`src/rtl/mod_reduce_barrett.sv`:
```
// Barrett reduction of a 2N-bit product to N bits mod q, with per-item q/mu snapshots.
// Latency: 5 cycles, fully pipelined. Backpressure: none; the pipe advances every cycle.
`ifndef FSIZE
`define FSIZE 8
`endif

module mod_reduce_barrett #(
    parameter int DATA_SIZE = `FSIZE
) (
    input  logic                     clk,
    input  logic                     rst,
    input  logic                     cfg_we,
    input  logic [DATA_SIZE-1:0]     cfg_q,
    input  logic [DATA_SIZE:0]       cfg_mu,
    input  logic                     in_valid,
    input  logic [2*DATA_SIZE-1:0]   in_data,
    output logic                     out_valid,
    output logic [DATA_SIZE-1:0]     out_data,
    output logic                     out_ovf
);

    localparam int N       = DATA_SIZE;
    localparam int LATENCY = 5;

    logic [N-1:0]   q_act;
    logic [N:0]     mu_act;

    logic           s1_vld;
    logic [N:0]     s1_q1;
    logic [N+1:0]   s1_x;
    logic [N-1:0]   s1_q;
    logic [N:0]     s1_mu;

    logic           s2_vld;
    logic [N:0]     s2_q3;
    logic [N+1:0]   s2_x;
    logic [N-1:0]   s2_q;

    logic           s3_vld;
    logic [N+1:0]   s3_r0;
    logic [N-1:0]   s3_q;

    logic           s4_vld;
    logic [N+1:0]   s4_r1;
    logic [N-1:0]   s4_q;

    logic           s5_vld;
    logic [N+1:0]   s5_r2;
    logic [N-1:0]   s5_q;

    logic [2*N+1:0] q1_w;
    logic [2*N+1:0] mu_w;
    logic [2*N+1:0] q2_c;
    logic [N:0]     q3_c;
    logic [N+1:0]   q3_w;
    logic [N+1:0]   s2_q_w;
    logic [N+1:0]   p_c;
    logic [N+1:0]   r0_c;
    logic [N+1:0]   s3_q_w;
    logic [N+1:0]   r1_c;
    logic [N+1:0]   s4_q_w;
    logic [N+1:0]   r2_c;
    logic [N+1:0]   s5_q_w;

    // Estimate of floor(x/q): top N+1 bits of q1*mu.
    assign q1_w = {{(N+1){1'b0}}, s1_q1};
    assign mu_w = {{(N+1){1'b0}}, s1_mu};
    assign q2_c = q1_w * mu_w;
    assign q3_c = q2_c[2*N+1:N+1];

    // Remainder only needs N+2 bits: under x < q^2 the true difference is below 3q.
    assign q3_w   = {1'b0, s2_q3};
    assign s2_q_w = {2'b00, s2_q};
    assign p_c    = q3_w * s2_q_w;
    assign r0_c   = s2_x - p_c;

    assign s3_q_w = {2'b00, s3_q};
    assign r1_c   = (s3_r0 >= s3_q_w) ? (s3_r0 - s3_q_w) : s3_r0;

    assign s4_q_w = {2'b00, s4_q};
    assign r2_c   = (s4_r1 >= s4_q_w) ? (s4_r1 - s4_q_w) : s4_r1;

    assign s5_q_w = {2'b00, s5_q};

    always_ff @(posedge clk) begin
        if (rst) begin
            q_act     <= '0;
            mu_act    <= '0;
            s1_vld    <= 1'b0;
            s1_q1     <= '0;
            s1_x      <= '0;
            s1_q      <= '0;
            s1_mu     <= '0;
            s2_vld    <= 1'b0;
            s2_q3     <= '0;
            s2_x      <= '0;
            s2_q      <= '0;
            s3_vld    <= 1'b0;
            s3_r0     <= '0;
            s3_q      <= '0;
            s4_vld    <= 1'b0;
            s4_r1     <= '0;
            s4_q      <= '0;
            s5_vld    <= 1'b0;
            s5_r2     <= '0;
            s5_q      <= '0;
            out_valid <= 1'b0;
            out_data  <= '0;
            out_ovf   <= 1'b0;
        end else begin
            if (cfg_we) begin
                q_act  <= cfg_q;
                mu_act <= cfg_mu;
            end

            // Items sampled this edge take the modulus active before any cfg write.
            s1_vld <= in_valid;
            if (in_valid) begin
                s1_q1 <= in_data[2*N-1:N-1];
                s1_x  <= in_data[N+1:0];
                s1_q  <= q_act;
                s1_mu <= mu_act;
            end

            s2_vld <= s1_vld;
            s2_q3  <= q3_c;
            s2_x   <= s1_x;
            s2_q   <= s1_q;

            s3_vld <= s2_vld;
            s3_r0  <= r0_c;
            s3_q   <= s2_q;

            s4_vld <= s3_vld;
            s4_r1  <= r1_c;
            s4_q   <= s3_q;

            s5_vld <= s4_vld;
            s5_r2  <= r2_c;
            s5_q   <= s4_q;

            // Result registers hold the last valid item so idle bubbles never raise ovf.
            out_valid <= s5_vld;
            if (s5_vld) begin
                out_data <= s5_r2[N-1:0];
                out_ovf  <= (s5_r2 >= s5_q_w);
            end
        end
    end

endmodule

```
`config.mk`:
```
export PLATFORM = sky130hd
export DESIGN_NAME = mod_reduce_barrett
export DESIGN_NICKNAME = d
export VERILOG_FILES = /design/src/rtl/mod_reduce_barrett.sv
export SDC_FILE = /design/constraint.sdc
export NUM_CORES = 1
export LEC_CHECK = 0
export ABC_AREA = 1
export CORE_MARGIN = 2
export CORE_UTILIZATION = 25
export DETAILED_ROUTE_END_ITERATION = 16
export GPL_ROUTABILITY_DRIVEN = 0
export PLACE_DENSITY = 0.4
export SLEW_MARGIN = 20
export SYNTH_ARGS = -nofsm -noshare
export SYNTH_HDL_FRONTEND = slang
export SYNTH_SLANG_ARGS = --single-unit
```
`constraint.sdc`:
```
create_clock -name clk -period 7.7 [get_ports clk]
set_clock_uncertainty 0.15 [all_clocks]
set_input_delay 1.925 -clock clk [delete_from_list [all_inputs] [get_ports clk]]
set_output_delay 1.925 -clock clk [all_outputs]
set_load 0.03 [all_outputs]
```
## Yosys cells after proc, flatten, opt, wreduce, memory -nomap -nowiden

Index checks and enable logic that the tools add are counted.

| word-level totals | value |
|---|---|
| bits in registers | 149 |
| input port bits | 37 |
| output and inout port bits | 10 |
| word-level logic and storage cells | 33 |

| operators by class | value |
|---|---|
| add/subtract/negate cells | 3 |
| $mul | 2 |
| magnitude comparators | 3 |
| mux-type cells | 2 |

Operator list:

| operator | count |
|---|---|
| $ge 10x8->1 | 3 |
| $mux 10 | 2 |
| $sub 10x8->10 | 2 |
| $mul 9x9->18 | 1 |
| $mul 9x8->10 | 1 |
| $sub 10x10->10 | 1 |

## Logic depth before layout (Yosys ltp)

Gate-level depths: netlist of run 1.

| depth | value |
|---|---|
| word-level depth | 2 |
| depth in mapped cells | 22 |

## Worst setup path before layout of run 1

Ideal clock, no wire load.

| timing | value |
|---|---|
| path kind | register to register |
| start point | register s1_q1[3] |
| end point | register s2_q3[4] |
| arrival time | 3.830 ns |
| data required time | 7.432 ns |
| slack | 3.602 ns |
| stages on the path, launching flop included | 16 |
| path buffers | 1 |
| period minus slack after synthesis | 4.098 ns |
| cell sequence | dfxtp_1 clkbuf_1 nand2_1 inv_1 fa_1 fa_1 fa_1 inv_1 fa_1 inv_1 ha_1 a21oi_1 o21ai_0 o21bai_1 nor3_1 nor2_1 |

| between the ends | value |
|---|---|
| word-level cells in the longest chain between the ends | 1 |

Ends and longest elaborated chain:

| what | RTL line | source |
|---|---|---|
| start, declared | 29 | `logic [N:0] s1_q1;` |
| start signal, assigned | 119 | `s1_q1 <= in_data[2*N-1:N-1];` |
| $mul 9x9->18 | 68 | `assign q2_c = q1_w * mu_w;` |
| end signal, assigned | 126 | `s2_q3 <= q3_c;` |
| end, declared | 35 | `logic [N:0] s2_q3;` |

No other way between the ends.
A chain may end at the register's enable or synchronous reset.

## Worst setup path in the final report of run 1

| timing | value |
|---|---|
| start point | register s1_mu[7] |
| end point | register s2_q3[6] |

| between the ends | value |
|---|---|
| word-level cells in the longest chain between the ends | 1 |

Ends and longest elaborated chain:

| what | RTL line | source |
|---|---|---|
| start, declared | 32 | `logic [N:0] s1_mu;` |
| start signal, assigned | 122 | `s1_mu <= mu_act;` |
| $mul 9x9->18 | 68 |  |

No other way between the ends.

==> results of run 1 <==
where the power goes:
part	internal, mW	switching (mW)	leakage (nW)	total, mW
Clock	0.483	0.331	0.266	0.814
Sequential	0.844	0.0847	1.20	0.929
Combinational	0.326	0.494	4.36	0.820
Total	1.65	0.910	5.82	2.56
cells by family (layout without fill, tap and decap cells):
family / Yosys count / in the layout / synth area share [%]
AO/OA/AOI/OAI: 173 / 173 / 9.80
XOR/XNOR: 18 / 18 / 1.58
adder cells (fa/ha/maj): 161 / 161 / 26.3
buffers and inverters: 350 / 378 / 13.6
flip-flops: 146 / 146 / 29.3
AND/OR/NAND/NOR: 482 / 482 / 19.4
sequential cells by signal, summed over array words and instances (netlist names), 9 cells and up:
register,cells
mu_act,9
s4_r1,10
s1_mu,9
s1_q1,9
s2_x,10
s5_r2,10
s2_q3,9
s3_r0,10
metal layers:
layer	wire length [um]	track usage, %	vias up
met4	327	2.61	0
met2	12200	22.5	72
met3	508	2.09	12
met5	0	0	-
met1	11300	15.6	3659
li1	-	-	4047
final cells by class:
class	count	share of cell area [%]
Clock buffer	18	3.84
Clock inverter	13	1.20
Inverter	299	9.81
Multi-Input combinational cell	834	49.7
Sequential cell	146	25.6
Tap cell	525	5.74
Timing Repair Buffer	48	4.11
how the worst max path moves through the flow:
stage | to | slack [ns] | cells after the start
floorplan | s2_q3[4] | 3.60 | 15
global placement | s1_q[3] | 3.04 | 5
detailed placement | s1_q[2] | 3.04 | 5
CTS | s2_q3[6] | 3.11 | 15
global route | s2_q3[6] | 2.82 | 15
finish | s2_q3[6] | 3.16 | 15
critical path, delay by kind of cell (launching register included):
kind	cells	cell delay, ns
fa+ha+maj	5	2.43
simple gates	5	0.44
compound gates	2	0.64
flops	1	0.59
buf+inv	3	0.18
cell usage in the layout (no fill, tap or decap), drive strengths merged:
| cell type | instances |
|---|---|
| a211oi | 7 |
| nand3b | 2 |
| ha | 80 |
| nand2 | 251 |
| fa | 81 |
| o31ai | 1 |
| nor3 | 10 |
| clkinvlp | 6 |
| clkdlybuf4s50 | 45 |
| xnor2 | 8 |
| nor2 | 174 |
| o211ai | 1 |
| o22a | 10 |
| a21oi | 70 |
| o21ai | 73 |
| inv | 298 |
| o21a | 3 |
| buf | 3 |
| dfxtp | 146 |
| a21o | 5 |
| clkbuf | 18 |
| xor2 | 10 |
| nand3 | 33 |
| o21bai | 2 |
| bufinv | 2 |
| nor3b | 3 |
| nand4 | 7 |
| a31oi | 1 |
| nor4 | 2 |
| clkinv | 6 |
stage by stage:
step                      area [um^2]  cells  setup slack [ns]  utilization, %  hold slack [ns]
final                           11400   1883              3.16            28.9            0.246
after global routing            11400   1883              2.82            28.9            0.264
after CTS                       11400   1883              3.11            28.9            0.251
after detailed placement        10900   1852              3.04            27.5            0.247
after global placement          10900   1852              3.04            27.5            0.245
after floorplan                  9970   1330              3.60               -            0.238
==> impl_results.md, run 1 <==
- Run status: completed
- Sink Count: roughly 150
- Final Power: 2.56 mW
- Commonest cells post-synth: inv_1, nand2_1, nor2_1
- Setup violators final: 0
- TritonCTS Buffers: 17
- Yosys cell types: 37
- Worst slew pin tran: between 0.8 and 0.9 ns
- Post-Route WL: between 20000 and 25000 um
- Avg Cell Area, Syn: between 7 and 8 um^2
- Rel. slew slack: 43.8%
- Htree depth: 4
- R2r endpoint: s2_q3[6]
- Final Cycle Share: slightly below 60%
- Routed vias/inst: just over 4
- Worst path slowest cell: dfxtp_1
- CTS max path bufs: 2
- Unrepaired setup endpoints after global routing: no
- Synth Cell Area: 0.00997 mm^2
- Min-delay src: s1_vld
- Die ar.: 0.0415 mm^2
- Startpoint Class: register
- Max-cap viol count: 0
- Top-count cell post-synth: inv_1
- Register area share after synthesis: between 20 and 30%
- Largest net degree at the start of global routing: 63
- CP required: about 8 ns
- Hold EP: s2_vld
- Crit path capture type: register
- Post-synth ARST share: 0%
- Worst min path class: reg -> reg
- Main flop type after synthesis: dfxtp_1
- Syn_nets: approximately 1500
- Hold Path Stages: 2
- DP HPWL: 19300 um
- IO buf count: between 40 and 50
- Synth-to-Final Area Change: 14.7%
- DR vias: a little under 8000
- CTS Hold Bufs: 0
- Core area: ~0.04 mm^2
- Number of synthesized flops with an enable pin: 0
- Most Frequent Cell on Critical Path: fa_1
- Reg2Reg Depth: 15
- # rows: between 70 and 80
- Setup_tns: 0 ns
- Layout cell share with drive strength beyond 1: around 3.5%
- Max stage delay on crit path: roughly 0.59 ns
- Fillers: approximately 4300
- Critical path peak fanout: 10
- Gates resized, CTS repair: 0
- Initial antenna violation count: 0
- Initial Utilization: 25.2%
- DR WL/cell: between 10 and 15 um
- Root Buffer: clkbuf_16
- Later-pin clock latency in the skew report: between 0.4 and 0.5 ns
- DRC Markers: 0
- Critical Path AT: around 4.7 ns
- VDD IR max: around 0.16 mV
- Hold Fails Final Rpt: 0
- Post-CTS setup buffer count: 0
- CTS tree: built
- CP Class: reg -> reg
- Max Slew Vio Count: 0
- P_leak: roughly 5.8 nW
- Drt first-iter violations: approximately 360
- Seq cells post-synth: 146
- Crit path launch: s1_mu[7]
- Initial DRT Pass Iterations: 5
- Number of diodes: 0
- Chip Width: between 200 and 250 um
- Mapped Cells: about 1300
- Area of the multi-input gates: about 0.0057 mm^2
- CP Cell Sequence: nand2_1, inv_1, fa_1, fa_1, fa_1, inv_1, fa_1, inv_1, ha_1, a21oi_1, nand2_1, a211oi_1, nand3_1, nand2_1, nor2_1
- All-Layer GR Usage: 12.5%
- Ranking of synthesized cells by area: dfxtp_1, fa_1, inv_1
- DIE HEIGHT: roughly 200 um
- Crit path time final: 4.54 ns
- Clock transition at path regs: approximately 0.07 ns
- Pwr dens: about 220 mW/mm^2
- Vias in the first global route: around 8000
- Final layout net count: around 1500
- Achievable clock frequency: around 0.22 GHz
- R2r setup slk: 3.16 ns
- Synth top area share: 29.3%
- Antenna-violating nets left: 0
- Gr ovfl total: 0
- Yosys warnings: 0
- Register area: roughly 0.003 mm^2
- IO Pins: 47
- Global-route wire length before repair: about 41000 um
- Synth area leader: dfxtp_1
- Crit Reg-Reg Startpoint: s1_mu[7]
Power figures use the tool's default switching activity.
==> run 2, diff against run 1 <==
==> constraint.sdc (replaced) <==
create_clock -name clk -period 4.4 [get_ports clk]
set_clock_uncertainty 0.15 [all_clocks]
set_input_delay 1.1 -clock clk [delete_from_list [all_inputs] [get_ports clk]]
set_output_delay 1.1 -clock clk [all_outputs]
set_load 0.03 [all_outputs]
==> run 2 against run 1 <==
Register-to-register slack worse by 2.9 ns. Critical endpoint is now s2_q3[8]. Core utilization is 0.71 points higher. Global-route usage is 0.47 points higher. Non-clock buffer count is 21 higher. Count of clock-buffer cells in the layout is 1 lower. First-iteration DRC count is 31% higher. Flip-flop and latch count stayed put. Largest power group unchanged. Sequential share of layout area is 0.40 points lower.
==> impl_results.md, run 2 (same netlist as run 1, synthesis figures left out) <==
- Crit Reg-Reg Startpoint: s1_mu[3]
- Worst slew pin tran: slightly above 1 ns
- Max stage delay on crit path: 0.55 ns
- DP HPWL: just under 20000 um
- Later-pin clock latency in the skew report: around 0.43 ns
- Max Slew Vio Count: 0
- Hold Fails Final Rpt: 0
- Most frequent cells in the layout: inv_1, nand2_1, nor2_1, dfxtp_1, fa_1
- Area of the multi-input gates: between 0.005 and 0.006 mm^2
- Post-Route WL: between 20000 and 30000 um
- Cell count after placement: roughly 1900
- Worst path slowest cell: fa_1
- Max-cap viol count: 0
- Startpoint Class: register
- Crit path capture type: register
- WHS: 0.254 ns
- All-Layer GR Usage: approximately an eighth
- Reg2Reg Depth: 17
- Register area: between 0.002 and 0.003 mm^2
- Worst path top cell family by delay: adder cells
- CTS max path bufs: 2
- Global-route wire length before repair: around 43000 um
- IO buf count: 46
- Setup violators final: 0
- Crit path time final: 4.15 ns
- Drt first-iter violations: approximately 470
- Root Buffer: clkbuf_16
- DR WL/cell: about 13 um
- Critical path peak fanout: 7
- Crit path launch: s1_mu[3]
- Initial Utilization: about a quarter
- End of the critical path: s2_q3[8]
- R2r setup slk: around 0.25 ns
- Worst min path class: reg -> reg
- Initial DRT Pass Iterations: 5
- Final layout net count: 1565
- Core area: between 0.03 and 0.04 mm^2
- Rel. slew slack: around a third
- DIE HEIGHT: just over 200 um
- Routed vias/inst: 4.14
- Fillers: roughly 4400
- CP Cell Sequence: buf_4, nand2_1, inv_1, fa_1, inv_1, fa_2, inv_1, fa_1, fa_1, ha_4, nand2_1, inv_1, nand3_1, o21ai_2, nand2_1, a21oi_1, nor2_1
- # rows: 73
- Chip Width: slightly above 200 um
- DRC Markers: 0
- Setup_tns: 0 ns
- CTS tree: built
- Final Cycle Share: between 90% and 100%
- Number of diodes: 0
- CP required: about 4.6 ns
- Gr ovfl total: 0
- Vias in the first global route: 8200
- Htree depth: 4
- Critical Path AT: approximately 4.3 ns
- Cell count along the critical path: 17
- Buffers & Inverters on Critical Path: 5
- Pwr dens: approximately 400 mW/mm^2
- Antenna-violating nets left: 0
- VDD IR max: 0.225 mV
- Sink Count: ~150
- Layout cell share with drive strength beyond 1: under 10%
- CP Class: reg -> reg
- Largest net degree at the start of global routing: between 60 and 70
- Initial antenna violation count: 0
- Run status: completed
- IO Pins: between 40 and 50
- Die ar.: 0.0415 mm^2
- Most Frequent Cell on Critical Path: inv_1
- Clock transition at path regs: about 0.08 ns
- TritonCTS Buffers: 17
- P_leak: between 5 and 6 nW
- DR vias: about 8000
- Commonest non-fill, non-tap cell in the layout: inv_1
- Cell Count, Final, Fillers Out: around 1900
- Unrepaired setup endpoints after global routing: yes
- R2r endpoint: s2_q3[8]
- Synth-to-Final Area Change: 17.5%
- CTS Hold Bufs: 0
- Achievable clock frequency: between 0.2 and 0.25 GHz
[run 2: through the flow]
step	setup WS, ns	util (%)	power, mW	instance area (um^2)
after floorplan	0.302	-	2.77	9970
after global placement	0.0342	27.8	3.14	11000
after detailed placement	-0.00617	27.8	3.14	11000
after CTS	0.00275	29.4	4.66	11600
after global routing	-0.0547	29.6	4.98	11700
final	0.248	29.6	4.59	11700
[run 2: worst reg2reg max path, stage by stage, from the launching register on]
cell	delay, ns
dfxtp_2	0.35
buf_4	0.17
nand2_1	0.06
inv_1	0.05
fa_1	0.55
inv_1	0.07
fa_2	0.55
inv_1	0.05
fa_1	0.49
fa_1	0.45
ha_4	0.30
nand2_1	0.06
inv_1	0.07
nand3_1	0.11
o21ai_2	0.21
nand2_1	0.12
a21oi_1	0.16
nor2_1	0.07
[run 2: timing repair]
| action | 4_1_cts | 5_1_grt |
|---|---|---|
| setup endpoints to repair | 1 | 9 |
| pin swaps | 0 | 3 |
| setup buffers | 0 | 1 |
| resized for setup | 1 | 28 |
[run 2: area by class of cell]
type                    count  area share (%)
multi-input cells         834            49.1
flip-flops and latches    146            25.2
inverters                 299            9.58
well taps                 525            5.61
repair buffers             69            5.36
clock buffers              17            3.63
clock inverters            15            1.57
[run 2: power breakdown]
part | internal [mW] | switching [mW]
Clock | 0.770 | 0.711
Combinational | 0.594 | 0.912
Sequential | 1.48 | 0.127
Total | 2.84 | 1.75
[run 2: worst min path at each step]
stage | from | end | slack (ns) | depth (start not counted)
after floorplan | s1_vld | s2_vld | 0.24 | 2
after global placement | s3_vld | s4_vld | 0.24 | 2
after detailed placement | s2_vld | s3_vld | 0.25 | 2
after CTS | s2_vld | s3_vld | 0.26 | 2
after global routing | s2_vld | s3_vld | 0.27 | 2
final | s2_vld | s3_vld | 0.25 | 2
[run 2: metal layers]
metal / wire length, um / GRT usage (%) / vias up / part of all wire, %
met5: 0 / 0 / - / 0
met3: 446 / 1.95 / 16 / 1.8
met4: 317 / 3.15 / 0 / 1.3
met1: 11800 / 16.5 / 3725 / 47
met2: 12600 / 22.9 / 67 / 50
li1: - / - / 4088 / -
==> run 3, diff against run 2 <==
==> constraint.sdc (replaced) <==
create_clock -name clk -period 4.4 [get_ports clk]
set_clock_uncertainty 0.15 [all_clocks]
set_input_delay 1.1 -clock clk [delete_from_list [all_inputs] [get_ports clk]]
set_output_delay 1.1 -clock clk [all_outputs]
set_load 0.05 [all_outputs]
==> results of run 3 <==
Same layout as run 2 (identical final DEF). Status: completed.
